--- src/rtl/mdu_iterative.sv ---
// RV32M multiply/divide unit: fixed-latency multiply, iterative radix-2 restoring divide.
// One op in flight; ready_o in IDLE/DONE lets a new op start in the completion cycle.
//
// state | meaning
// IDLE  | waiting for an op
// MUL   | multiply product registered, waiting out the remaining latency
// DIV   | one restoring-divide iteration per cycle, XLEN iterations
// FIX   | apply quotient/remainder sign correction
// DONE  | result valid, done_o asserted for this cycle
module mdu_iterative #(
  parameter int XLEN        = 32,
  parameter int MUL_LATENCY = 2,
  parameter int TAG_W       = 5
) (
  input  logic             clk,
  input  logic             rst_n,
  input  logic             start_i,
  input  logic [2:0]       funct3_i,
  input  logic [XLEN-1:0]  op_a_i,
  input  logic [XLEN-1:0]  op_b_i,
  input  logic [TAG_W-1:0] tag_i,
  input  logic             flush_i,
  output logic             ready_o,
  output logic             busy_o,
  output logic             done_o,
  output logic [XLEN-1:0]  result_o,
  output logic [TAG_W-1:0] tag_o
);

  localparam int CNT_W = $clog2(XLEN + 1);
  localparam logic [XLEN-1:0]  XMIN    = {1'b1, {(XLEN-1){1'b0}}};
  localparam logic [CNT_W-1:0] DIV_CNT = CNT_W'(XLEN - 1);
  localparam logic [CNT_W-1:0] MUL_CNT = CNT_W'((MUL_LATENCY > 1) ? MUL_LATENCY - 2 : 0);

  typedef enum logic [2:0] {
    S_IDLE,
    S_MUL,
    S_DIV,
    S_FIX,
    S_DONE
  } state_t;

  state_t state, state_nxt;

  logic [CNT_W-1:0]  cnt;
  logic [2*XLEN-1:0] prod_q;
  logic [XLEN-1:0]   quo_q, rem_q, dvs_q;
  logic [TAG_W-1:0]  tag_q;
  logic              mul_hi_q, is_rem_q, neg_quo_q, neg_rem_q;

  logic              accept;
  logic              is_div_i, div_signed_i, is_rem_i, mul_hi_i;
  logic              a_sx, b_sx;
  logic              div_zero, div_ovf, div_special;
  logic [XLEN-1:0]   mag_a, mag_b, special_res;
  logic [2*XLEN-1:0] a_wide, b_wide, prod_i;

  logic [XLEN-1:0]   trial_lo, diff, fix_res;
  logic              trial_ge;

  function automatic logic [XLEN-1:0] mul_sel(input logic hi, input logic [2*XLEN-1:0] p);
    return hi ? p[2*XLEN-1:XLEN] : p[XLEN-1:0];
  endfunction

  assign ready_o = (state == S_IDLE) || (state == S_DONE);
  assign busy_o  = (state == S_MUL) || (state == S_DIV) || (state == S_FIX);
  assign done_o  = (state == S_DONE) && !flush_i;
  assign accept  = start_i && ready_o && !flush_i;

  assign is_div_i     = funct3_i[2];
  assign div_signed_i = ~funct3_i[0];
  assign is_rem_i     = funct3_i[1];
  assign mul_hi_i     = (funct3_i[1:0] != 2'b00);

  // Extending with the sign bit into 2*XLEN gives the same low 2*XLEN product bits
  // as a full signed (XLEN+1)-bit multiply, which is all MUL/MULH* ever read.
  assign a_sx   = op_a_i[XLEN-1] & (funct3_i[1] ^ funct3_i[0]);
  assign b_sx   = op_b_i[XLEN-1] & (funct3_i[1:0] == 2'b01);
  assign a_wide = {{XLEN{a_sx}}, op_a_i};
  assign b_wide = {{XLEN{b_sx}}, op_b_i};
  assign prod_i = a_wide * b_wide;

  assign mag_a = (div_signed_i && op_a_i[XLEN-1]) ? -op_a_i : op_a_i;
  assign mag_b = (div_signed_i && op_b_i[XLEN-1]) ? -op_b_i : op_b_i;

  assign div_zero    = (op_b_i == '0);
  assign div_ovf     = div_signed_i && (op_a_i == XMIN) && (op_b_i == '1);
  assign div_special = div_zero || div_ovf;
  assign special_res = div_zero ? (is_rem_i ? op_a_i : '1)
                                : (is_rem_i ? '0 : XMIN);

  // The partial remainder is always below the divisor, so the XLEN-bit
  // difference is exact whenever the trial subtraction succeeds.
  assign trial_lo = {rem_q[XLEN-2:0], quo_q[XLEN-1]};
  assign trial_ge = {rem_q[XLEN-1], trial_lo} >= {1'b0, dvs_q};
  assign diff     = trial_lo - dvs_q;

  assign fix_res = is_rem_q ? (neg_rem_q ? -rem_q : rem_q)
                            : (neg_quo_q ? -quo_q : quo_q);

  always_ff @(posedge clk or negedge rst_n) begin
    if (!rst_n) state <= S_IDLE;
    else        state <= state_nxt;
  end

  always_comb begin
    state_nxt = state;
    case (state)
      S_IDLE, S_DONE: begin
        if (accept) begin
          if (!is_div_i)        state_nxt = (MUL_LATENCY == 1) ? S_DONE : S_MUL;
          else if (div_special) state_nxt = S_DONE;
          else                  state_nxt = S_DIV;
        end else if (state == S_DONE) begin
          state_nxt = S_IDLE;
        end
      end
      S_MUL:   if (cnt == '0) state_nxt = S_DONE;
      S_DIV:   if (cnt == '0) state_nxt = S_FIX;
      S_FIX:   state_nxt = S_DONE;
      default: state_nxt = S_IDLE;
    endcase
    if (flush_i) state_nxt = S_IDLE;
  end

  always_ff @(posedge clk or negedge rst_n) begin
    if (!rst_n) begin
      cnt       <= '0;
      prod_q    <= '0;
      quo_q     <= '0;
      rem_q     <= '0;
      dvs_q     <= '0;
      tag_q     <= '0;
      mul_hi_q  <= 1'b0;
      is_rem_q  <= 1'b0;
      neg_quo_q <= 1'b0;
      neg_rem_q <= 1'b0;
      result_o  <= '0;
      tag_o     <= '0;
    end else if (accept) begin
      tag_q     <= tag_i;
      mul_hi_q  <= mul_hi_i;
      is_rem_q  <= is_rem_i;
      neg_quo_q <= div_signed_i && (op_a_i[XLEN-1] ^ op_b_i[XLEN-1]);
      neg_rem_q <= div_signed_i && op_a_i[XLEN-1];
      prod_q    <= prod_i;
      quo_q     <= mag_a;
      rem_q     <= '0;
      dvs_q     <= mag_b;
      cnt       <= is_div_i ? DIV_CNT : MUL_CNT;
      if (is_div_i && div_special) begin
        result_o <= special_res;
        tag_o    <= tag_i;
      end else if (!is_div_i && (MUL_LATENCY == 1)) begin
        result_o <= mul_sel(mul_hi_i, prod_i);
        tag_o    <= tag_i;
      end
    end else begin
      case (state)
        S_MUL: begin
          if (cnt != '0) begin
            cnt <= cnt - 1'b1;
          end else if (!flush_i) begin
            result_o <= mul_sel(mul_hi_q, prod_q);
            tag_o    <= tag_q;
          end
        end
        S_DIV: begin
          quo_q <= {quo_q[XLEN-2:0], trial_ge};
          rem_q <= trial_ge ? diff : trial_lo;
          if (cnt != '0) cnt <= cnt - 1'b1;
        end
        S_FIX: begin
          if (!flush_i) begin
            result_o <= fix_res;
            tag_o    <= tag_q;
          end
        end
        default: ;
      endcase
    end
  end

endmodule

--- config.mk ---
export PLATFORM = sky130hd
export DESIGN_NAME = mdu_iterative
export DESIGN_NICKNAME = d
export VERILOG_FILES = /design/src/rtl/mdu_iterative.sv
export SDC_FILE = /design/constraint.sdc
export NUM_CORES = 2
export LEC_CHECK = 0
export CORE_ASPECT_RATIO = 2
export CORE_MARGIN = 2
export CORE_UTILIZATION = 55
export CTS_CLUSTER_SIZE = 12
export DETAILED_ROUTE_END_ITERATION = 12
export GPL_TIMING_DRIVEN = 0
export PLACE_DENSITY = 0.72
export SYNTH_ARGS = -nofsm -noshare
export SYNTH_HDL_FRONTEND = slang
export SYNTH_SLANG_ARGS = --single-unit
export TNS_END_PERCENT = 10
--- constraint.sdc ---
create_clock -name clk -period 7.3 [get_ports clk]
set_input_delay 2.19 -clock clk [delete_from_list [all_inputs] [get_ports clk]]
set_output_delay 2.19 -clock clk [all_outputs]
set_load 0.03 [all_outputs]
==> run metrics, run 1 <==
Synth area leaders fa_1, dfrtp_1, inv_1; asr flop ratio synth 100%; clk root buf clkbuf_16; status did not finish; Commonest cells post-synth inv_1, fa_1, nand2_1, and2_1, clkbuf_1; Longest Clk Path Bufs 3; GR Overflow Total 22; Placer Congestion 1.09; Cell variety after synth 86; Synth Net Count 7418; biggest area consumer among synthesized cells fa_1; Yosys reg bits 215; Num CTS Buffers 22; Initial Util 55.6%; Main synth FF type dfrtp_1; detailed placement HPWL 208 mm; global-route wire length before repair 402 mm; first error [ERROR GRT-0116] Global routing finished with congestion. Check the congestion regions in the DRC Viewer.; cts hold-fix bufs 0; failing step 5_1_grt; Yosys top cell area share 43.2%; syn avg cell area 8.76 sq um; Gate Count Post-Synth 5962; Post-synth EDFFs 0; vias in the first global route 53600; CTS H-tree depth 1; largest net degree at the start of global routing 122; cell with the most instances after synthesis inv_1; Die Span Y 440 um; Die X 222 um; GR Util All Layers 58.8%; Ys Warns 0; post-synthesis sequential area ratio 10.3%; CTS Sinks 215; cell area after synthesis 52200 sq um; Boundary Pins 116; num rows 159; port bufs 75
-- metrics by stage --
| step | cell area (sq um) | cells | util [%] | setup slack [ns] |
|---|---|---|---|---|
| 2_1_floorplan | 52400 | 5962 | - | -2.47 |
| 3_3_place_gp | 54600 | 7244 | 58.2 | -5.47 |
| 3_5_place_dp | 54700 | 7249 | 58.3 | -5.42 |
| 4_1_cts | 57900 | 7337 | 61.7 | -2.70 |
-- per-layer routing --
layer | track usage [%] | GRT overflow
met2 | 88.1 | 12
met3 | 26.8 | 0
met5 | 0.844 | 0
met4 | 67.0 | 9
met1 | 56.3 | 1
-- cell families after synthesis --
logic type,count (synthesis),synth area share [%]
simple gates,1770,15.6
buf+inv,1612,11.6
fa+ha+maj,1380,49.3
compound gates,707,8.39
xor+xnor,218,3.66
flops,215,10.3
mux,60,1.17
-- what timing repair did --
item,4_1_cts
endpoints found under the setup margin,56
setup buffers,72
gates resized for setup,854
pin swaps,80
==> run 2: changes to the inputs <==
==> config.mk (replaced) <==
export PLATFORM = sky130hd
export DESIGN_NAME = mdu_iterative
export DESIGN_NICKNAME = d
export VERILOG_FILES = /design/src/rtl/mdu_iterative.sv
export SDC_FILE = /design/constraint.sdc
export NUM_CORES = 2
export LEC_CHECK = 0
export CORE_MARGIN = 2
export CORE_UTILIZATION = 40
export DETAILED_ROUTE_END_ITERATION = 12
export GPL_TIMING_DRIVEN = 0
export PLACE_DENSITY_LB_ADDON = 0.15
export SYNTH_ARGS = -nofsm -noshare
export SYNTH_HDL_FRONTEND = slang
export SYNTH_SLANG_ARGS = --single-unit
export TNS_END_PERCENT = 10
==> run 2 against run 1 <==
The flow now finishes, with violations (setup timing). Area after synthesis is the same. Synthesized cell count stayed put.
==> run metrics, run 2 <==
status finished with violations; violated checks setup timing; Slew Viols, Final 0; final setup fails 51; die area 133000 sq um; Ys Warns 0; antenna viol nets, final 0; worst-case headroom to the max-slew limit 20.6%; CP Data Arrival Time 10.25 ns; Die Span Y 365 um; biggest area consumer among synthesized cells fa_1; Cell variety after synth 86; Clock Skew 0.0293 ns; max cap viols 0; final WL 220 mm; Most common cell on crit path fa_1; Synth Net Count 7418; Longest Clk Path Bufs 3; Boundary Pins 116; clk_lat worst skew 0.58 ns; clk root buf clkbuf_16; cell area after synthesis 52200 sq um; CP max FO 7; Final #Nets 7575; worst slew pin tran 1.18 ns; CP Class in2reg; GR Util All Layers 33.2%; DRC Markers 0; GR Overflow Total 0; post-synthesis sequential area ratio 10.3%; CP top delay family adder cells; largest reg by FF count prod_q; port bufs 75; fin worst setup slack -2.52 ns; min Tclk post-route 9.82 ns; fraction of layout cells with a size suffix above 1 9.20%; antenna violations before repair 24; cts hold-fix bufs 0; Max Clock Freq 102 MHz; commonest non-fill, non-tap cell in the layout inv_1; Worst Hold Class reg2reg; Slowest-stage cell, CP fa_2; global-route wire length before repair 315 mm; most frequent cells in the layout inv_1, fa_1, nand2_1; setup repair after global routing missed its margin yes; worst path required time 7.73 ns; Area growth syn-to-layout 12.5%; Initial Util 40.3%; Yosys top cell area share 43.2%; CP Launch Type input port; Gate Count Post-Synth 5962; Setup TNS Final -83.85 ns; CTS tree done; # fillers 13000; largest net degree at the start of global routing 77; cell with the most instances after synthesis inv_1; Die X 365 um; vias 43600; Num CTS Buffers 27; syn avg cell area 8.76 sq um; vias in the first global route 44600; Synth area leaders fa_1, dfrtp_1, inv_1; detailed placement HPWL 179 mm; Clk pin slew, worst setup/hold paths 0.06 ns; Pre-Repair DR Iteration Count 6; asr flop ratio synth 100%; Placer Congestion 1.02; Critical path buffers and inverters 10; max FFs per register 64; Post-synth EDFFs 0; Commonest cells post-synth inv_1, fa_1, nand2_1, and2_1, clkbuf_1; Main synth FF type dfrtp_1; final hold viol count 0; 1st-iter DRT viols 3859; Yosys reg bits 215; CTS Sinks 215; DR WL/cell 27.9 um; CTS H-tree depth 1; final period utilization 135%; Setup crit end kind register; routed vias/inst 5.52; Core ar. 129000 sq um; Crit path largest cell delay 0.65 ns; num rows 132
run 2: cell counts after synthesis:
Identical to the previous run, type by type.
run 2: path summary, 6_finish.rpt:
kind | cells after the start | end | from | slack [ns]
setup / recovery | 28 | prod_q[56] | funct3_i[0] | -2.52
hold / removal | 2 | tag_q[2] | tag_q[2] | 0.47
setup reg to reg | 8 | result_o[18] | state[1] | 2.92
hold reg to reg | 2 | tag_q[2] | tag_q[2] | 0.47
max in group asynchronous | 3 | result_o[17] | rst_n | 4.49
min in group asynchronous | 1 | rem_q[22] | rst_n | 1.59
run 2: timing repair:
| action | in CTS | in global routing |
|---|---|---|
| buffers inserted | 46 | 18 |
| endpoints found under the setup margin | 58 | 53 |
| pin swaps | 31 | 40 |
| gates cloned | 0 | 0 |
| resized for setup | 645 | 203 |
run 2: cell families (layout without fill, tap and decap cells):
kind of cell | Yosys count | after routing | share of synthesized area, %
AOI/OAI and AO/OA | 707 | 707 | 8.39
buffers and inverters | 1612 | 1789 | 11.6
other | 0 | 13 | 0
and+or+nand+nor | 1770 | 1770 | 15.6
adders and majority gates | 1380 | 1380 | 49.3
DFF | 215 | 215 | 10.3
muxes | 60 | 60 | 1.17
xor gates and xnor gates | 218 | 218 | 3.66
run 2: per-layer routing:
layer | wire length [um] | GRT usage [%]
met3 | 22200 | 8.09
met4 | 14500 | 17.2
met5 | 138 | 0.654
met2 | 97400 | 51.1
met1 | 86200 | 43.5
run 2: area by class of cell:
| type | instances | area (sq um) | share of cell area, % |
|---|---|---|---|
| multi-input combinational | 4135 | 41400 | 70.6 |
| sequential | 215 | 5380 | 9.16 |
| inverter | 1234 | 4680 | 7.97 |
| buffer | 364 | 2760 | 4.69 |
| tap | 1742 | 2180 | 3.71 |
| timing repair buffer | 142 | 1350 | 2.31 |
| clock buffer | 36 | 769 | 1.31 |
| clock inverter | 13 | 130 | 0.222 |
| antenna | 13 | 32.5 | 0.0554 |
run 2: metrics by stage:
stage	hold WS (ns)	utilization, %	instances	cell area (sq um)	setup slack (ns)
floorplan	0.436	-	5962	52400	-2.47
global placement	0.450	42.7	7779	55300	-5.89
detailed placement	0.459	42.8	7782	55400	-5.30
CTS	0.472	44.9	7866	58100	-2.51
global route	0.495	45.3	7888	58700	-2.65
finish	0.468	45.3	7894	58700	-2.52
run 2: worst reg2reg max path, delay by kind of cell, from the launching register on:
kind / cells / cell delay [ns]
buffers and inverters: 4 / 2.57
AND/OR/NAND/NOR: 2 / 0.94
AO/OA/AOI/OAI: 2 / 0.46
flip-flops: 1 / 0.32
Power of run 2 is left out: the tool's default activity adds up to more than one toggle a clock period on the data nets, which glitch-free logic cannot reach.
